--- config.mk ---
export PLATFORM = sky130hd
export DESIGN_NAME = traffic_light_fsm_flat
export DESIGN_NICKNAME = d
export VERILOG_FILES = /design/src/rtl/traffic_light_fsm_if.sv /design/src/rtl/traffic_light_fsm.sv /design/src/flat_wrapper.sv
export SDC_FILE = /design/constraint.sdc
export NUM_CORES = 1
export LEC_CHECK = 0
export ABC_AREA = 0
export BUFFER_PORTS_ARGS = -buffer_cell sky130_fd_sc_hd__buf_2
export CORE_MARGIN = 2
export CORE_UTILIZATION = 40
export DETAILED_ROUTE_END_ITERATION = 8
export PLACE_DENSITY = 0.67
export SLEW_MARGIN = 20
export SYNTH_ARGS = -nofsm -noshare
export SYNTH_HDL_FRONTEND = slang
export SYNTH_SLANG_ARGS = --single-unit
--- constraint.sdc ---
create_clock -name clk -period 6.4 [get_ports clk]
set_clock_uncertainty 0.2 [all_clocks]
set_input_delay 1.28 -clock clk [delete_from_list [all_inputs] [get_ports clk]]
set_output_delay 1.28 -clock clk [all_outputs]
set_load 0.02 [all_outputs]
--- src/rtl/traffic_light_fsm_if.sv ---
// Bundle of the controller's tick/request inputs and its light/countdown outputs.
// The controller connects through the slave modport; the stimulus side uses master.
interface traffic_light_fsm_if;
    logic       tick;
    logic       ew_req;
    logic [2:0] ns_light;
    logic [2:0] ew_light;
    logic [7:0] remain;
    logic [2:0] phase;

    modport master (
        output tick,
        output ew_req,
        input  ns_light,
        input  ew_light,
        input  remain,
        input  phase
    );

    modport slave (
        input  tick,
        input  ew_req,
        output ns_light,
        output ew_light,
        output remain,
        output phase
    );
endinterface

--- src/rtl/traffic_light_fsm.sv ---
// Two-way intersection controller: NS main road, EW side road, tick-driven phase timing.
// Side-road green is skipped while no EW vehicle has been seen.
module traffic_light_fsm #(
    parameter int unsigned GREEN_T  = 25,
    parameter int unsigned YELLOW_T = 3,
    parameter int unsigned ALLRED_T = 2
) (
    input  logic                 clk,
    input  logic                 reset,
    traffic_light_fsm_if.slave   bus
);

    localparam logic [7:0] GreenT  = 8'(GREEN_T);
    localparam logic [7:0] YellowT = 8'(YELLOW_T);
    localparam logic [7:0] AllredT = 8'(ALLRED_T);

    localparam logic [2:0] LightRed    = 3'b100;
    localparam logic [2:0] LightYellow = 3'b010;
    localparam logic [2:0] LightGreen  = 3'b001;

    typedef enum logic [2:0] {
        NsGreen  = 3'd0,
        NsYellow = 3'd1,
        RedToEw  = 3'd2,
        EwGreen  = 3'd3,
        EwYellow = 3'd4,
        RedToNs  = 3'd5
    } state_e;

    state_e     state_q, state_d;
    logic [7:0] remain_q, remain_d;
    logic       req_latch_q, req_latch_d;
    logic       expire;
    logic [2:0] ns_light, ew_light;

    always_ff @(posedge clk or posedge reset) begin
        if (reset) begin
            state_q     <= RedToNs;
            remain_q    <= AllredT;
            req_latch_q <= 1'b0;
        end else begin
            state_q     <= state_d;
            remain_q    <= remain_d;
            req_latch_q <= req_latch_d;
        end
    end

    always_comb begin
        state_d     = state_q;
        remain_d    = remain_q;
        req_latch_d = req_latch_q | bus.ew_req;
        // Treat a (never expected) zero count like one so remain cannot wrap.
        expire      = bus.tick && (remain_q <= 8'd1);

        if (bus.tick && (remain_q > 8'd1)) begin
            remain_d = remain_q - 8'd1;
        end

        case (state_q)
            NsGreen: begin
                if (expire) begin
                    // Without a waiting side-road vehicle, re-arm green instead of yielding.
                    if (req_latch_q || bus.ew_req) begin
                        state_d  = NsYellow;
                        remain_d = YellowT;
                    end else begin
                        remain_d = GreenT;
                    end
                end
            end
            NsYellow: begin
                if (expire) begin
                    state_d  = RedToEw;
                    remain_d = AllredT;
                end
            end
            RedToEw: begin
                if (expire) begin
                    state_d     = EwGreen;
                    remain_d    = GreenT;
                    req_latch_d = bus.ew_req;
                end
            end
            EwGreen: begin
                if (expire) begin
                    state_d  = EwYellow;
                    remain_d = YellowT;
                end
            end
            EwYellow: begin
                if (expire) begin
                    state_d  = RedToNs;
                    remain_d = AllredT;
                end
            end
            RedToNs: begin
                if (expire) begin
                    state_d  = NsGreen;
                    remain_d = GreenT;
                end
            end
            default: begin
                state_d  = RedToNs;
                remain_d = AllredT;
            end
        endcase
    end

    // Lights depend on the state register alone, so inputs never glitch them.
    always_comb begin
        ns_light = LightRed;
        ew_light = LightRed;
        case (state_q)
            NsGreen:  ns_light = LightGreen;
            NsYellow: ns_light = LightYellow;
            EwGreen:  ew_light = LightGreen;
            EwYellow: ew_light = LightYellow;
            default: begin
                ns_light = LightRed;
                ew_light = LightRed;
            end
        endcase
    end

    assign bus.ns_light = ns_light;
    assign bus.ew_light = ew_light;
    assign bus.remain   = remain_q;
    assign bus.phase    = state_q;

endmodule

--- src/flat_wrapper.sv ---
// flat-port wrapper written by rule: the top's interface ports become plain ports
module traffic_light_fsm_flat 
#(
    parameter int unsigned GREEN_T  = 25,
    parameter int unsigned YELLOW_T = 3,
    parameter int unsigned ALLRED_T = 2
)
  (clk, reset, bus_tick, bus_ew_req, bus_ns_light, bus_ew_light, bus_remain, bus_phase);
  traffic_light_fsm_if bus_i ();
  input  logic clk;
  input  logic reset;
  input wire logic [$bits(bus_i.tick)-1:0] bus_tick;
  input wire logic [$bits(bus_i.ew_req)-1:0] bus_ew_req;
  output wire logic [$bits(bus_i.ns_light)-1:0] bus_ns_light;
  output wire logic [$bits(bus_i.ew_light)-1:0] bus_ew_light;
  output wire logic [$bits(bus_i.remain)-1:0] bus_remain;
  output wire logic [$bits(bus_i.phase)-1:0] bus_phase;
  assign bus_i.tick = bus_tick;
  assign bus_i.ew_req = bus_ew_req;
  assign bus_ns_light = bus_i.ns_light;
  assign bus_ew_light = bus_i.ew_light;
  assign bus_remain = bus_i.remain;
  assign bus_phase = bus_i.phase;
  traffic_light_fsm #(.GREEN_T(GREEN_T), .YELLOW_T(YELLOW_T), .ALLRED_T(ALLRED_T)) u_core (.clk(clk), .reset(reset), .bus(bus_i));
endmodule
==> results_dict.tcl <==
set metrics [dict create \
    status "finished clean" \
    holdWs_ps 335 \
    syn-num-nets 96 \
    wire_per_inst_um 12.8 \
    switchingPower_uw 253 \
    ys_ff_latch 12 \
    ios 21 \
    setup_tns_ps 0 \
    cts_setup_buffers 0 \
    drive_above_1_share_pct 30.0 \
    grt_pass1_vias 669 \
    die_w_um 48.8 \
    max-cap-violations 0 \
    syn_inst 90 \
    routed_wl_mm 1.76 \
    area_growth_pct 18.0 \
    yosysWarnings 0 \
    cp-end-kind "primary output" \
    slowest_stage "dfrtp_1" \
    path_clk_slew_ps 80 \
    core-area_um2 1920 \
    synth_edf_count 0 \
    finalNetCount 117 \
    required_ps 4920 \
    ant_nets 0 \
    post-place-ws_ps 3600 \
    path_class "reg -> out" \
    async_reset_ff_share_pct 100 \
    insertion_delay_ps 280 \
    final_core_utilization_pct 49.4 \
    overflow 0 \
    finalWorstSetupSlack_ps 3480 \
    clkPwrFrac_pct 9.8 \
    path_max_fanout 10 \
    synth_cell_types 38 \
    routed-via-count 771 \
    switching_share_pct 50.4 \
    pwr_density_cell_nw_per_um2 528 \
    gp_congestion 0.821 \
    setup_viol 0 \
    drt_first_pass_iters 4 \
    combPwrFrac_pct 55.7 \
    tightest_slew_ps 465 \
    drt_first_iter_violations 19 \
    crit_arrival_ps 1440 \
    syn_avg_cell_area_um2 8.94 \
    place_inst 133 \
    diodes 0 \
    maxSlewHeadroom_pct 69.0 \
    cts_buffer_depth 2 \
    cts_root_buffer "clkbuf_4" \
    numCtsBuffers 3 \
    viasPerCell 5.63 \
    crit_chain "or2_2, nor2_1, buf_2" \
    port-buffer-count 20 \
    slowest_delay_ps 480 \
    hp-class "reg -> reg" \
    drc 0 \
    placementRows 16 \
    grt.total_usage_pct 16.0 \
    antenna_found_initial 0 \
    seqPwrFrac_pct 34.5 \
    grt_max_degree 15 \
    reg2reg_slack_ps 4190 \
    startpoint_type "flip-flop" \
    design_area_um2 950 \
    power.total_uw 501 \
    cts_tree "yes" \
    ys.flop_type "dfrtp_1" \
    layout_min_cycle_time_ps 2920 \
    start_util_pct 41.9 \
    final_hold_viol_count 0 \
    rsz0062_at_grt "false" \
    finalCritPeriodShare_pct 45.7 \
    postCtsHoldBufs 0 \
    placed_area_um2 923 \
    clock_sinks 12 \
    grt_pass1_wl_mm 2.96 \
    place_hpwl_mm 1.31 \
    leakagePower_nw 0.443 \
    h-tree-depth 1 \
    dieArea_um2 2390 \
    max_freq_mhz 342 \
    ctsResizeCount 0 \
    ys_seq_area_share_pct 37.8 \
    final_cell_count_no_fill 137 \
    intPower_uw 248 \
    netlist_area_um2 805 \
    die_y_um 48.8 \
    finalMaxSlewViolations 0 \
    vdd_drop_max_mv 0.278 \
]
==> synth_stat cells (2+ instances only) <==
| master | count | area (µm²) |
|---|---|---|
| nor3_1 | 5 | 25.0 |
| or3_1 | 5 | 31.3 |
| nor3b_1 | 2 | 15.0 |
| o31ai_1 | 3 | 22.5 |
| mux2i_1 | 2 | 20.0 |
| o21ai_0 | 2 | 10.0 |
| nor2b_1 | 2 | 12.5 |
| nand4_1 | 2 | 12.5 |
| ha_1 | 2 | 25.0 |
| nand2b_1 | 2 | 12.5 |
| nand3_1 | 4 | 20.0 |
| inv_1 | 5 | 18.8 |
| nor2_1 | 10 | 37.5 |
| nand2_1 | 6 | 22.5 |
| clkbuf_1 | 3 | 11.3 |
| dfrtp_1 | 9 | 225 |
| a21oi_1 | 3 | 15.0 |
| dfstp_2 | 3 | 78.8 |
==> power groups by stage <==
| stage | combinational, mW | clock (mW) | sequential [mW] |
|---|---|---|---|
| floorplan | 0.179 | 0 | 0.192 |
| global route | 0.306 | 0.0572 | 0.181 |
| CTS | 0.279 | 0.0511 | 0.173 |
| detailed placement | 0.278 | 0 | 0.174 |
| global placement | 0.277 | 0 | 0.171 |
| finish | 0.279 | 0.0491 | 0.173 |
==> flip-flops by register name, indices dropped and copies added (netlist names), named ones only <==
register and count:
u_core.bus.remain 8, u_core.bus.phase 2, u_core.req_latch_q 1
==> worst paths after layout <==
kind | startpoint | depth (start not counted) | endpoint
setup / recovery | u_core.bus.phase[1] | 3 | bus_ns_light[1]
hold / removal | u_core.req_latch_q | 1 | u_core.req_latch_q
setup reg to reg | u_core.bus.remain[1] | 6 | u_core.bus.remain[2]
hold reg to reg | u_core.req_latch_q | 1 | u_core.req_latch_q
max in group asynchronous | reset | 2 | u_core.bus.phase[0]
min in group asynchronous | reset | 2 | u_core.bus.remain[6]
==> per-layer routing <==
metal / share of wire (%) / wire length (µm) / GRT usage, % / up-vias
met5: 0 / 0 / 0 / -
li1: - / - / - / 371
met1: 46 / 807 / 21.7 / 357
met3: 7.1 / 125 / 3.07 / 4
met4: 1.9 / 33 / 7.14 / 0
met2: 45 / 789 / 24.7 / 39
==> kinds of logic (layout without fill, tap and decap cells) <==
group	Yosys count	after routing	share of synthesized area (%)
and+or+nand+nor	46	46	34.7
DFF	12	12	37.8
buffers and inverters	9	29	4.20
muxes	3	3	3.89
adders and majority gates	2	2	3.11
AOI/OAI and AO/OA	18	18	16.3
==> worst max-delay path: cells and delay by family (launching register included) <==
kind	cells	cell delay [ps]
AND/OR/NAND/NOR	2	490
flip-flops	1	480
buffers and inverters	1	190
==> area by class of cell <==
type | instances | area, µm²
clock buffer | 4 | 26.3
sequential | 12 | 304
timing repair buffer | 20 | 100
fill | 194 | 972
multi-input combinational | 69 | 467
tap | 27 | 33.8
inverter | 5 | 18.8
==> layout by cell type, fill, tap and decap left out, types with 2 or more instances in the layout <==
cell and count:
nand3_1 4, nor2_1 10, o31ai_1 3, inv_1 5
mux2i_1 2, or3_1 5, a21oi_1 3, dfrtp_1 9
buf_2 20, nand2b_1 2, nand2_1 6, ha_1 2
clkbuf_4 3, nor3_1 5, dfstp_2 3, nor3b_1 2
nand4_1 2, o21ai_0 2, nor2b_1 2
(Power assumes the default switching activity.)
